--- src/rtl/fp16_mac_pkg.sv ---
// Shared FP16 MAC definitions: field widths, requester id width and the
// in-flight tag record carried alongside each multiply.
package fp16_mac_pkg;

  localparam int FP16_W = 16;
  localparam int EXP_W  = 5;
  localparam int MANT_W = 10;
  localparam int TM_W   = 20;
  localparam logic [EXP_W-1:0] FP16_BIAS = 5'b01111;

  // Requester id width; covers up to four requesters.
  localparam int ID_W = 2;

  // One result buffer entry is {product, temp mantissa}.
  localparam int RES_W = FP16_W + TM_W;

  typedef struct packed {
    logic            valid;
    logic [ID_W-1:0] id;
  } tag_t;

endpackage

--- src/rtl/fp16_res_fifo.sv ---
// Per-requester result FIFO. The head is presented combinationally and reads
// as zero while empty. Pops on an empty FIFO are ignored; the caller guarantees
// that a write never lands on a full FIFO unless a pop happens in the same cycle.
module fp16_res_fifo #(
  parameter int WIDTH = 36,
  parameter int DEPTH = 2
) (
  input  logic             clk,
  input  logic             rst,
  input  logic             wr_en,
  input  logic [WIDTH-1:0] wr_data,
  input  logic             rd_en,
  output logic [WIDTH-1:0] rd_data,
  output logic             not_empty,
  output logic             full
);

  localparam int PTR_W = (DEPTH > 1) ? $clog2(DEPTH) : 1;
  localparam int CNT_W = $clog2(DEPTH + 1);

  logic [WIDTH-1:0] r_mem [DEPTH];
  logic [PTR_W-1:0] r_wr_ptr;
  logic [PTR_W-1:0] r_rd_ptr;
  logic [CNT_W-1:0] r_count;
  logic             w_pop;

  function automatic logic [PTR_W-1:0] f_next(input logic [PTR_W-1:0] p);
    return (p == PTR_W'(DEPTH - 1)) ? '0 : p + 1'b1;
  endfunction

  assign not_empty = (r_count != '0);
  assign full      = (r_count == CNT_W'(DEPTH));
  assign w_pop     = rd_en && not_empty;
  assign rd_data   = not_empty ? r_mem[r_rd_ptr] : '0;

  // Storage write; contents need no reset because the count gates visibility.
  always_ff @(posedge clk) begin
    if (wr_en) begin
      r_mem[r_wr_ptr] <= wr_data;
    end
  end

  // Pointer and occupancy bookkeeping.
  always_ff @(posedge clk) begin
    if (rst) begin
      r_wr_ptr <= '0;
      r_rd_ptr <= '0;
      r_count  <= '0;
    end else begin
      if (wr_en) r_wr_ptr <= f_next(r_wr_ptr);
      if (w_pop) r_rd_ptr <= f_next(r_rd_ptr);
      case ({wr_en, w_pop})
        2'b10:   r_count <= r_count + 1'b1;
        2'b01:   r_count <= r_count - 1'b1;
        default: r_count <= r_count;
      endcase
    end
  end

endmodule

--- src/rtl/fp16_mul_arbiter.sv ---
// Round-robin front end for a shared fixed-latency FP16 multiply stage.
// Each requester owns a credit counter covering in-flight plus buffered
// results, so an op is only issued when its result buffer is sure to have room.
// A tag pipe matching the multiply latency steers each product back to the
// buffer of the requester that issued it.
module fp16_mul_arbiter
  import fp16_mac_pkg::*;
#(
  parameter int NREQ      = 2,
  parameter int MUL_LAT   = 4,
  parameter int RES_DEPTH = 2
) (
  input  logic                   clk,
  input  logic                   rst,
  input  logic [NREQ-1:0]        req_valid,
  output logic [NREQ-1:0]        req_ready,
  input  logic [FP16_W*NREQ-1:0] req_a,
  input  logic [FP16_W*NREQ-1:0] req_b,
  output logic [FP16_W-1:0]      mul_ai,
  output logic [FP16_W-1:0]      mul_bi,
  output logic                   mul_issue,
  input  logic [FP16_W-1:0]      mul_po,
  input  logic [TM_W-1:0]        mul_tm,
  output logic [NREQ-1:0]        res_valid,
  input  logic [NREQ-1:0]        res_ready,
  output logic [FP16_W*NREQ-1:0] res_p,
  output logic [TM_W*NREQ-1:0]   res_tm
);

  localparam int CRED_W = $clog2(RES_DEPTH + 1);

  logic [ID_W-1:0]   r_rr;
  logic [FP16_W-1:0] r_mul_ai;
  logic [FP16_W-1:0] r_mul_bi;
  logic              r_mul_issue;
  tag_t              r_tag [MUL_LAT];

  logic [NREQ-1:0]   w_elig;
  logic [NREQ-1:0]   w_grant_oh;
  logic [NREQ-1:0]   w_pop;
  logic [NREQ-1:0]   w_wr;
  logic [NREQ-1:0]   w_full;
  logic              w_grant_any;
  logic [ID_W-1:0]   w_grant_id;
  logic [FP16_W-1:0] w_sel_a;
  logic [FP16_W-1:0] w_sel_b;

  assign req_ready = w_grant_oh;
  assign mul_ai    = r_mul_ai;
  assign mul_bi    = r_mul_bi;
  assign mul_issue = r_mul_issue;

  // Round-robin search starting at the pointer, then operand select for the winner.
  always_comb begin
    w_grant_any = 1'b0;
    w_grant_id  = '0;
    for (int k = 0; k < NREQ; k++) begin
      if (!w_grant_any && w_elig[(int'(r_rr) + k) % NREQ]) begin
        w_grant_any = 1'b1;
        w_grant_id  = ID_W'((int'(r_rr) + k) % NREQ);
      end
    end
    w_sel_a = '0;
    w_sel_b = '0;
    for (int k = 0; k < NREQ; k++) begin
      if (w_grant_oh[k]) begin
        w_sel_a = req_a[k*FP16_W +: FP16_W];
        w_sel_b = req_b[k*FP16_W +: FP16_W];
      end
    end
  end

  // Pointer advance and operand issue register; operands hold when idle.
  always_ff @(posedge clk) begin
    if (rst) begin
      r_rr        <= '0;
      r_mul_ai    <= '0;
      r_mul_bi    <= '0;
      r_mul_issue <= 1'b0;
    end else begin
      r_mul_issue <= w_grant_any;
      if (w_grant_any) begin
        r_rr     <= (int'(w_grant_id) == NREQ - 1) ? '0 : w_grant_id + 1'b1;
        r_mul_ai <= w_sel_a;
        r_mul_bi <= w_sel_b;
      end
    end
  end

  // Tag pipe: stage 0 runs alongside the issue register, last stage marks the product edge.
  always_ff @(posedge clk) begin
    if (rst) begin
      for (int s = 0; s < MUL_LAT; s++) r_tag[s] <= '0;
    end else begin
      r_tag[0] <= '{valid: w_grant_any, id: w_grant_id};
      for (int s = 1; s < MUL_LAT; s++) r_tag[s] <= r_tag[s-1];
    end
  end

  // Grant is never one-hot violated.
  always_ff @(posedge clk) begin
    if (!rst) begin
      a_grant_onehot: assert ($onehot0(req_ready));
    end
  end

  genvar gi;
  generate
    for (gi = 0; gi < NREQ; gi++) begin : g_req
      logic [CRED_W-1:0] r_cred;
      logic [RES_W-1:0]  w_head;

      assign w_elig[gi]     = !rst && req_valid[gi] && (r_cred < CRED_W'(RES_DEPTH));
      assign w_grant_oh[gi] = w_grant_any && (w_grant_id == ID_W'(gi));
      assign w_pop[gi]      = res_valid[gi] && res_ready[gi];
      assign w_wr[gi]       = r_tag[MUL_LAT-1].valid && (r_tag[MUL_LAT-1].id == ID_W'(gi));

      // Credit: +1 per grant, -1 per pop, unchanged when both happen together.
      always_ff @(posedge clk) begin
        if (rst) begin
          r_cred <= '0;
        end else if (w_grant_oh[gi] && !w_pop[gi]) begin
          r_cred <= r_cred + 1'b1;
        end else if (!w_grant_oh[gi] && w_pop[gi]) begin
          r_cred <= r_cred - 1'b1;
        end
      end

      fp16_res_fifo #(
        .WIDTH (RES_W),
        .DEPTH (RES_DEPTH)
      ) u_fifo (
        .clk       (clk),
        .rst       (rst),
        .wr_en     (w_wr[gi]),
        .wr_data   ({mul_po, mul_tm}),
        .rd_en     (res_ready[gi]),
        .rd_data   (w_head),
        .not_empty (res_valid[gi]),
        .full      (w_full[gi])
      );

      assign res_p[gi*FP16_W +: FP16_W] = w_head[RES_W-1 -: FP16_W];
      assign res_tm[gi*TM_W +: TM_W]    = w_head[TM_W-1:0];

      // Credit stays bounded and the buffer is never overrun.
      always_ff @(posedge clk) begin
        if (!rst) begin
          a_cred_bound: assert (r_cred <= CRED_W'(RES_DEPTH));
          a_no_overrun: assert (!(w_wr[gi] && w_full[gi] && !w_pop[gi]));
        end
      end
    end
  endgenerate

endmodule
--- config.mk ---
export PLATFORM = sky130hd
export DESIGN_NAME = fp16_mul_arbiter
export DESIGN_NICKNAME = d
export VERILOG_FILES = /design/src/rtl/fp16_mac_pkg.sv /design/src/rtl/fp16_res_fifo.sv /design/src/rtl/fp16_mul_arbiter.sv
export SDC_FILE = /design/constraint.sdc
export NUM_CORES = 1
export LEC_CHECK = 0
export ABC_CLOCK_PERIOD_IN_PS = 2220
export CORE_AREA = 3 3 141 143
export DETAILED_ROUTE_END_ITERATION = 10
export DIE_AREA = 0 0 144 146
export MAX_ROUTING_LAYER = met4
export PLACE_DENSITY = 0.73
export SKIP_LAST_GASP = 1
export SLEW_MARGIN = 0
export SYNTH_ARGS = -nofsm -noshare
export SYNTH_HDL_FRONTEND = slang
export SYNTH_SLANG_ARGS = --single-unit
--- constraint.sdc ---
create_clock -name clk -period 2.22 [get_ports clk]
set_input_delay 0.444 -clock clk [delete_from_list [all_inputs] [get_ports clk]]
set_output_delay 0.444 -clock clk [all_outputs]
set_load 0.05 [all_outputs]
---- Word-level counts from Yosys, hierarchy flattened ----
Memory sizes are Yosys's and may differ from the RTL's. A register that Yosys moved wholly into a read port is not among the register bits.
Cells that the tools add are included.
cells by class
  $add $sub $neg .......................... 14
  order comparisons ....................... 4
  eq/ne operators ......................... 7
  mux-type cells .......................... 41
  bitwise operators ....................... 5
  reductions and logical operators ........ 29
operator list
  operator                                             number
  2-to-1 mux 36 bit                                    2
  2-to-1 mux 16 bit                                    4
  2-to-1 mux 1 bit                                     24
  logical AND 1 bit                                    15
  2-to-1 mux 3 bit                                     4
  nonzero test 2 bit                                   6
  2-to-1 mux 2 bit                                     5
  adder 2 x 1 -> 2 bit, second input constant          4
  equality test 2 x 1 -> 1 bit, second input constant  4
  one-hot mux 2 bit (2 select lines)                   2
  subtractor 2 x 1 -> 2 bit, second input constant     4
  adder 1 bit, second input constant                   6
  equality test 2 bit, second input constant           3
  zero test 1 bit                                      6
  zero test 2 bit                                      2
  < comparator 2 bit, second input constant            2
  bitwise OR 1 bit                                     4
  < comparator 2 x 3 -> 1 bit, second input constant   1
  < comparator 1 x 2 -> 1 bit, second input constant   1
  bitwise AND 1 bit, first input constant              1
word-level totals
  register bits after elaboration ......... 46
  bits in writable memories ............... 156
  bits of input ports ..................... 106
  output and inout port bits .............. 109
  word-level logic and storage cells ...... 115
  memories ................................ 3
memories
  name                   depth  width  rd ports  clocked after Yosys merged registers in  wr ports  line                    RTL
  g_req[0].u_fifo.r_mem  2      36     1         1                                        1         fp16_res_fifo.sv:21     logic [WIDTH-1:0] r_mem [DEPTH];
  g_req[1].u_fifo.r_mem  2      36     1         1                                        1         fp16_res_fifo.sv:21
  r_tag                  4      3      4         0                                        4         fp16_mul_arbiter.sv:36  tag_t r_tag [MUL_LAT];

---- Logic depth before layout (Yosys ltp) ----
  depth after elaboration ................. 15
  gate-level depth with buffers ........... 10
  depth with buffers taken out ............ 7

---- By module ----
From an unflattened synthesis, not the netlist that was laid out.
unflattened totals
  cell total of the unflattened synthesis .. 623
  area, all modules ....................... 8,187.9 um^2
modules (own cells, without submodules)
  module            instances  cells each  area each (um^2)  seq. area each (um^2)
  fp16_res_fifo     2          176         2,920.3           2,262.2
  fp16_mul_arbiter  1          271         2,347.3           900.9

---- Least setup slack after synthesis ----
Ideal clock, no wire load.
  path kind ............................... input port to flip-flop
  start point ............................. input rst
  end point ............................... register g_req[0].r_cred[1]
  library setup time ...................... 0.070 ns
  arrival ................................. 3.425 ns
  data required time ...................... 2.150 ns
  slack ................................... -1.276 ns
  stages on the path ...................... 9
  buffers on the path ..................... 3
  path through ............................ buf_6 -> or3b_4 -> buf_6 -> clkbuf_1 -> nor2_1 -> nor2_1 -> ha_1 -> or3_1 -> a21oi_1
on the way
  longest elaborated chain between the ends .. 14
  elaborated cells on any way between the ends .. 23
  classes of those cells .................. mux (10); reduce/logical (13)
RTL lines
  item                                                 line                     RTL
  from (decl)                                          fp16_mul_arbiter.sv:14   input logic rst,
  zero test 1 bit (*)                                  --
  logical AND 1 bit (2 in a row)                       fp16_mul_arbiter.sv:113  assign w_elig[gi] = !rst && req_valid[gi] && (r_cred < CRED_W'(RES_DEPTH));
  2-to-1 mux 1 bit (implied by the code) (2 in a row)  fp16_mul_arbiter.sv:58   if (!w_grant_any && w_elig[(int'(r_rr) + k) % NREQ]) begin
  2-to-1 mux 1 bit                                     fp16_mul_arbiter.sv:58
  zero test 1 bit                                      fp16_mul_arbiter.sv:58
  logical AND 1 bit                                    fp16_mul_arbiter.sv:58
  2-to-1 mux 2 bit                                     fp16_mul_arbiter.sv:58
  zero test 2 bit                                      fp16_mul_arbiter.sv:114  assign w_grant_oh[gi] = w_grant_any && (w_grant_id == ID_W'(gi));
  logical AND 1 bit (*)                                fp16_mul_arbiter.sv:114
  via req_ready[0]                                     fp16_mul_arbiter.sv:16   output logic [NREQ-1:0] req_ready,
  zero test 1 bit                                      fp16_mul_arbiter.sv:124  end else if (!w_grant_oh[gi] && w_pop[gi]) begin
  logical AND 1 bit                                    fp16_mul_arbiter.sv:124
  nonzero test 2 bit (no source line)                  --
  to (signal assigned)                                 fp16_mul_arbiter.sv:123  r_cred <= r_cred + 1'b1;
  to (signal assigned)                                 fp16_mul_arbiter.sv:125  r_cred <= r_cred - 1'b1;
  to (decl)                                            fp16_mul_arbiter.sv:110  logic [CRED_W-1:0] r_cred;
Mark *: on every way through the listed nets, which the timed path passes. The rest lies on a longest branch. The select of a mux whose other input is x is not followed.
A chain may end at the register's enable or synchronous reset.

---- Worst setup path after layout ----
  start point ............................. input req_valid[1]
  end point ............................... output req_ready[1]
on the way
  longest elaborated chain between the ends .. 10
  elaborated cells on any way between the ends .. 15
  classes of those cells .................. eq/ne (1); mux (9); reduce/logical (5)
RTL lines
  item                                                 line                     RTL
  from (decl)                                          fp16_mul_arbiter.sv:15   input logic [NREQ-1:0] req_valid,
  logical AND 1 bit (*) (2 in a row)                   fp16_mul_arbiter.sv:113
  2-to-1 mux 1 bit (implied by the code) (2 in a row)  fp16_mul_arbiter.sv:58
  2-to-1 mux 1 bit                                     fp16_mul_arbiter.sv:58
  zero test 1 bit                                      fp16_mul_arbiter.sv:58
  logical AND 1 bit                                    fp16_mul_arbiter.sv:58
  2-to-1 mux 2 bit                                     fp16_mul_arbiter.sv:58
  equality test 2 x 1 -> 1 bit                         fp16_mul_arbiter.sv:114
  logical AND 1 bit (*)                                fp16_mul_arbiter.sv:114
  to (decl)                                            fp16_mul_arbiter.sv:16
Every way passes the cells marked *; elsewhere a longest branch is shown, timed or not. The select of a mux whose other input is x is not followed.

==> metrics.txt <==
CP endpoint kind output pin; Critical Path, Cell by Cell clkdlybuf4s50_1 -> or3b_4 -> nor2_4 -> buf_6 -> buf_12; Distinct cells, synth 27; Synth Instances 621; Setup CP Type in2out; Worst VDD drop 0.5784 mV; RD Place Congestion 0.7857; initial antenna violation count 1; number of synthesized register bits 199; post-synth net total 731; Post-Syn Area per Cell 13.11 um^2; period utilization 97.74%; commonest non-fill, non-tap cell in the layout edfxtp_1; Ports 215; Layout fillers 1429; Relative slew margins 61.45%; first-pass iteration count of the detailed router 7; Layout Cells excl Fill 1079; Skew-Pair Late Insertion Delay 0.42 ns; largest net degree at the start of global routing 59; RR Startpoint g_req[1].r_cred[1]; Yosys top cell by area edfxtp_1; synth top area cells edfxtp_1, dfxtp_1, mux2i_1; number of buffers created by CTS 17; CTS tree done; Max-cap violations 0; Die ar. 21020 um^2; DR DRC count 0; Leak Pwr 3.971 nW; FF-to-FF setup slack 0.38 ns; critical path data arrival time 1.73 ns; Synth async-reset ratio 0%; final setup violation count 0; Seq/Total Area, Yosys 66.64%; Worst path slowest cell clkdlybuf4s50_1; site row count 50; Fmax achieved 460.9 MHz; DRT iter0 DRCs 249; initial core utilization 43.53%; fin crit period 2.170 ns; reg-to-reg endpoint g_req[1].r_cred[1]; core area 18710 um^2; CTS Sinks 199; fin. max-slew vios 0; CP startpoint req_valid[1]; share of layout cells above drive strength 1 17.06%; Critical Path RT 1.78 ns; PortBufs 214; Die W 144 um; CP Launch Type input pin; worst setup path endpoint req_ready[1]; nets 941; area grow syn2layout 39.50%; post-DP HPWL 13190 um; clock skew 0.01587 ns; antenna-violating nets left 0; placed insts 1045; Post-synth EDFFs 144; final hold violation count 0; Mapped Area 8142 um^2; clk root buf clkbuf_16; ys flop type edfxtp_1; RSZ-0062 raised after global routing yes; Critical Path Fanout Max 3; share of the synthesized area in the top cell type 53.11%; via count 5585; clock slew at reported path FFs 0.06 ns; outcome finished clean; GRT overflow 0; first-pass GRT wire length 30520 um; Worst Max-Slew Pin Slew 0.5783 ns; H-tree levels 4; overall power 8.679 mW; Synth Warn # 0; Clock Path Buffers 2; critical path's largest stage delay 0.47 ns; Power Density 764.2 nW/um^2; die height 146 um; Min-Delay Path Class reg2reg; vias per cell 5.176; reg2reg path depth 6; WL/cell 18.09 um; wirelength, routed 19520 um; most frequent cells in the layout edfxtp_1, clkdlybuf4s50_1, nor2_1; number of global-route vias before repair 5807; hold buffer count at CTS 0; GRT Total Usage 19.07%
final cells by class:
type | count | area, um^2 | area share (%)
Clock buffer | 18 | 429.2 | 3.779
Sequential cell | 199 | 5428 | 47.79
Multi-Input combinational cell | 335 | 2416 | 21.27
Timing Repair Buffer | 239 | 2530 | 22.28
Inverter | 39 | 146.4 | 1.289
Clock inverter | 14 | 112.6 | 0.9915
Antenna cell | 1 | 2.502 | 0.02203
Tap cell | 234 | 292.8 | 2.578
kinds of logic (layout without fill, tap and decap cells):
group,count (synthesis),after routing,share of synthesized area [%]
fa+ha+maj,4,4,0.6147
other cells,0,1,0
flops,199,199,66.64
xor+xnor,12,12,1.291
compound gates,108,108,9.651
buf+inv,87,310,4.503
mux,72,72,8.852
simple gates,139,139,8.452
per-layer routing:
layer	part of all wire [%]	up-vias	track usage [%]
li1	-	2676	-
met1	41	2650	24.02
met2	48	243	30.05
met3	9.3	16	5.817
met4	1.2	0	5.038
met5	0	-	-
stage by stage:
step	TNS, ns	setup WS [ns]	instance area (um^2)	util (%)	hold slack, ns
global route	-0.01380	-0.01380	11360	60.72	0.4709
CTS	0	0.02068	11340	60.62	0.4485
global placement	-0.2067	-0.1256	10800	57.73	0.4172
finish	0	0.05016	11360	60.72	0.4428
detailed placement	-0.2877	-0.1242	10800	57.73	0.4285
floorplan	-0.6407	-0.3093	8187	-	0.4138
synthesized netlist by cell type (4+ instances only):
cell type	count
edfxtp_1	144
nor2_1	90
mux2i_1	72
dfxtp_1	55
inv_1	39
nor3b_1	33
a31oi_1	32
clkbuf_1	32
o21a_1	32
o31a_1	32
xor2_1	9
buf_2	8
nor2b_1	6
o21ai_0	6
a21oi_1	4
ha_1	4
or3_1	4
report_power, final:
part	internal (mW)	switching (mW)	total, mW
sequential	4.10	0.0672	4.17
clock	1.46	1.36	2.82
combinational	0.674	1.02	1.69
worst min path at each step:
stage                   to  cells after the start        start  slack (ns)
3_3_place_gp   r_tag[3][0]                      1  r_tag[2][0]        0.42
2_1_floorplan  r_tag[1][0]                      1  r_tag[0][0]        0.41
5_1_grt        r_tag[2][0]                      1  r_tag[1][0]        0.47
3_5_place_dp   r_tag[2][0]                      1  r_tag[1][0]        0.43
4_1_cts        r_tag[2][0]                      1  r_tag[1][0]        0.45
6_report       r_tag[2][0]                      1  r_tag[1][0]        0.44
worst max-delay path: cells and delay by family:
family        cells  cell delay (ns)
simple gates      2             0.57
buf+inv           3             0.71
registers in the layout, indices dropped and copies added (netlist names), named ones only:
name                   count
r_tag                      8
r_rr                       1
g_req.u_fifo.r_rd_ptr      2
g_req.r_cred               4
mul_ai                    16
g_req.u_fifo.r_mem       144
g_req.u_fifo.r_wr_ptr      2
g_req.u_fifo.r_count       4
mul_bi                    16
what timing repair did:
action / in CTS / in global routing
gates resized for setup: 0 / 2
setup endpoints to repair: 1 / 2
buffers inserted: 0 / 1
pin swaps: 1 / 1
Note: power is estimated with default switching activity, not from simulation.
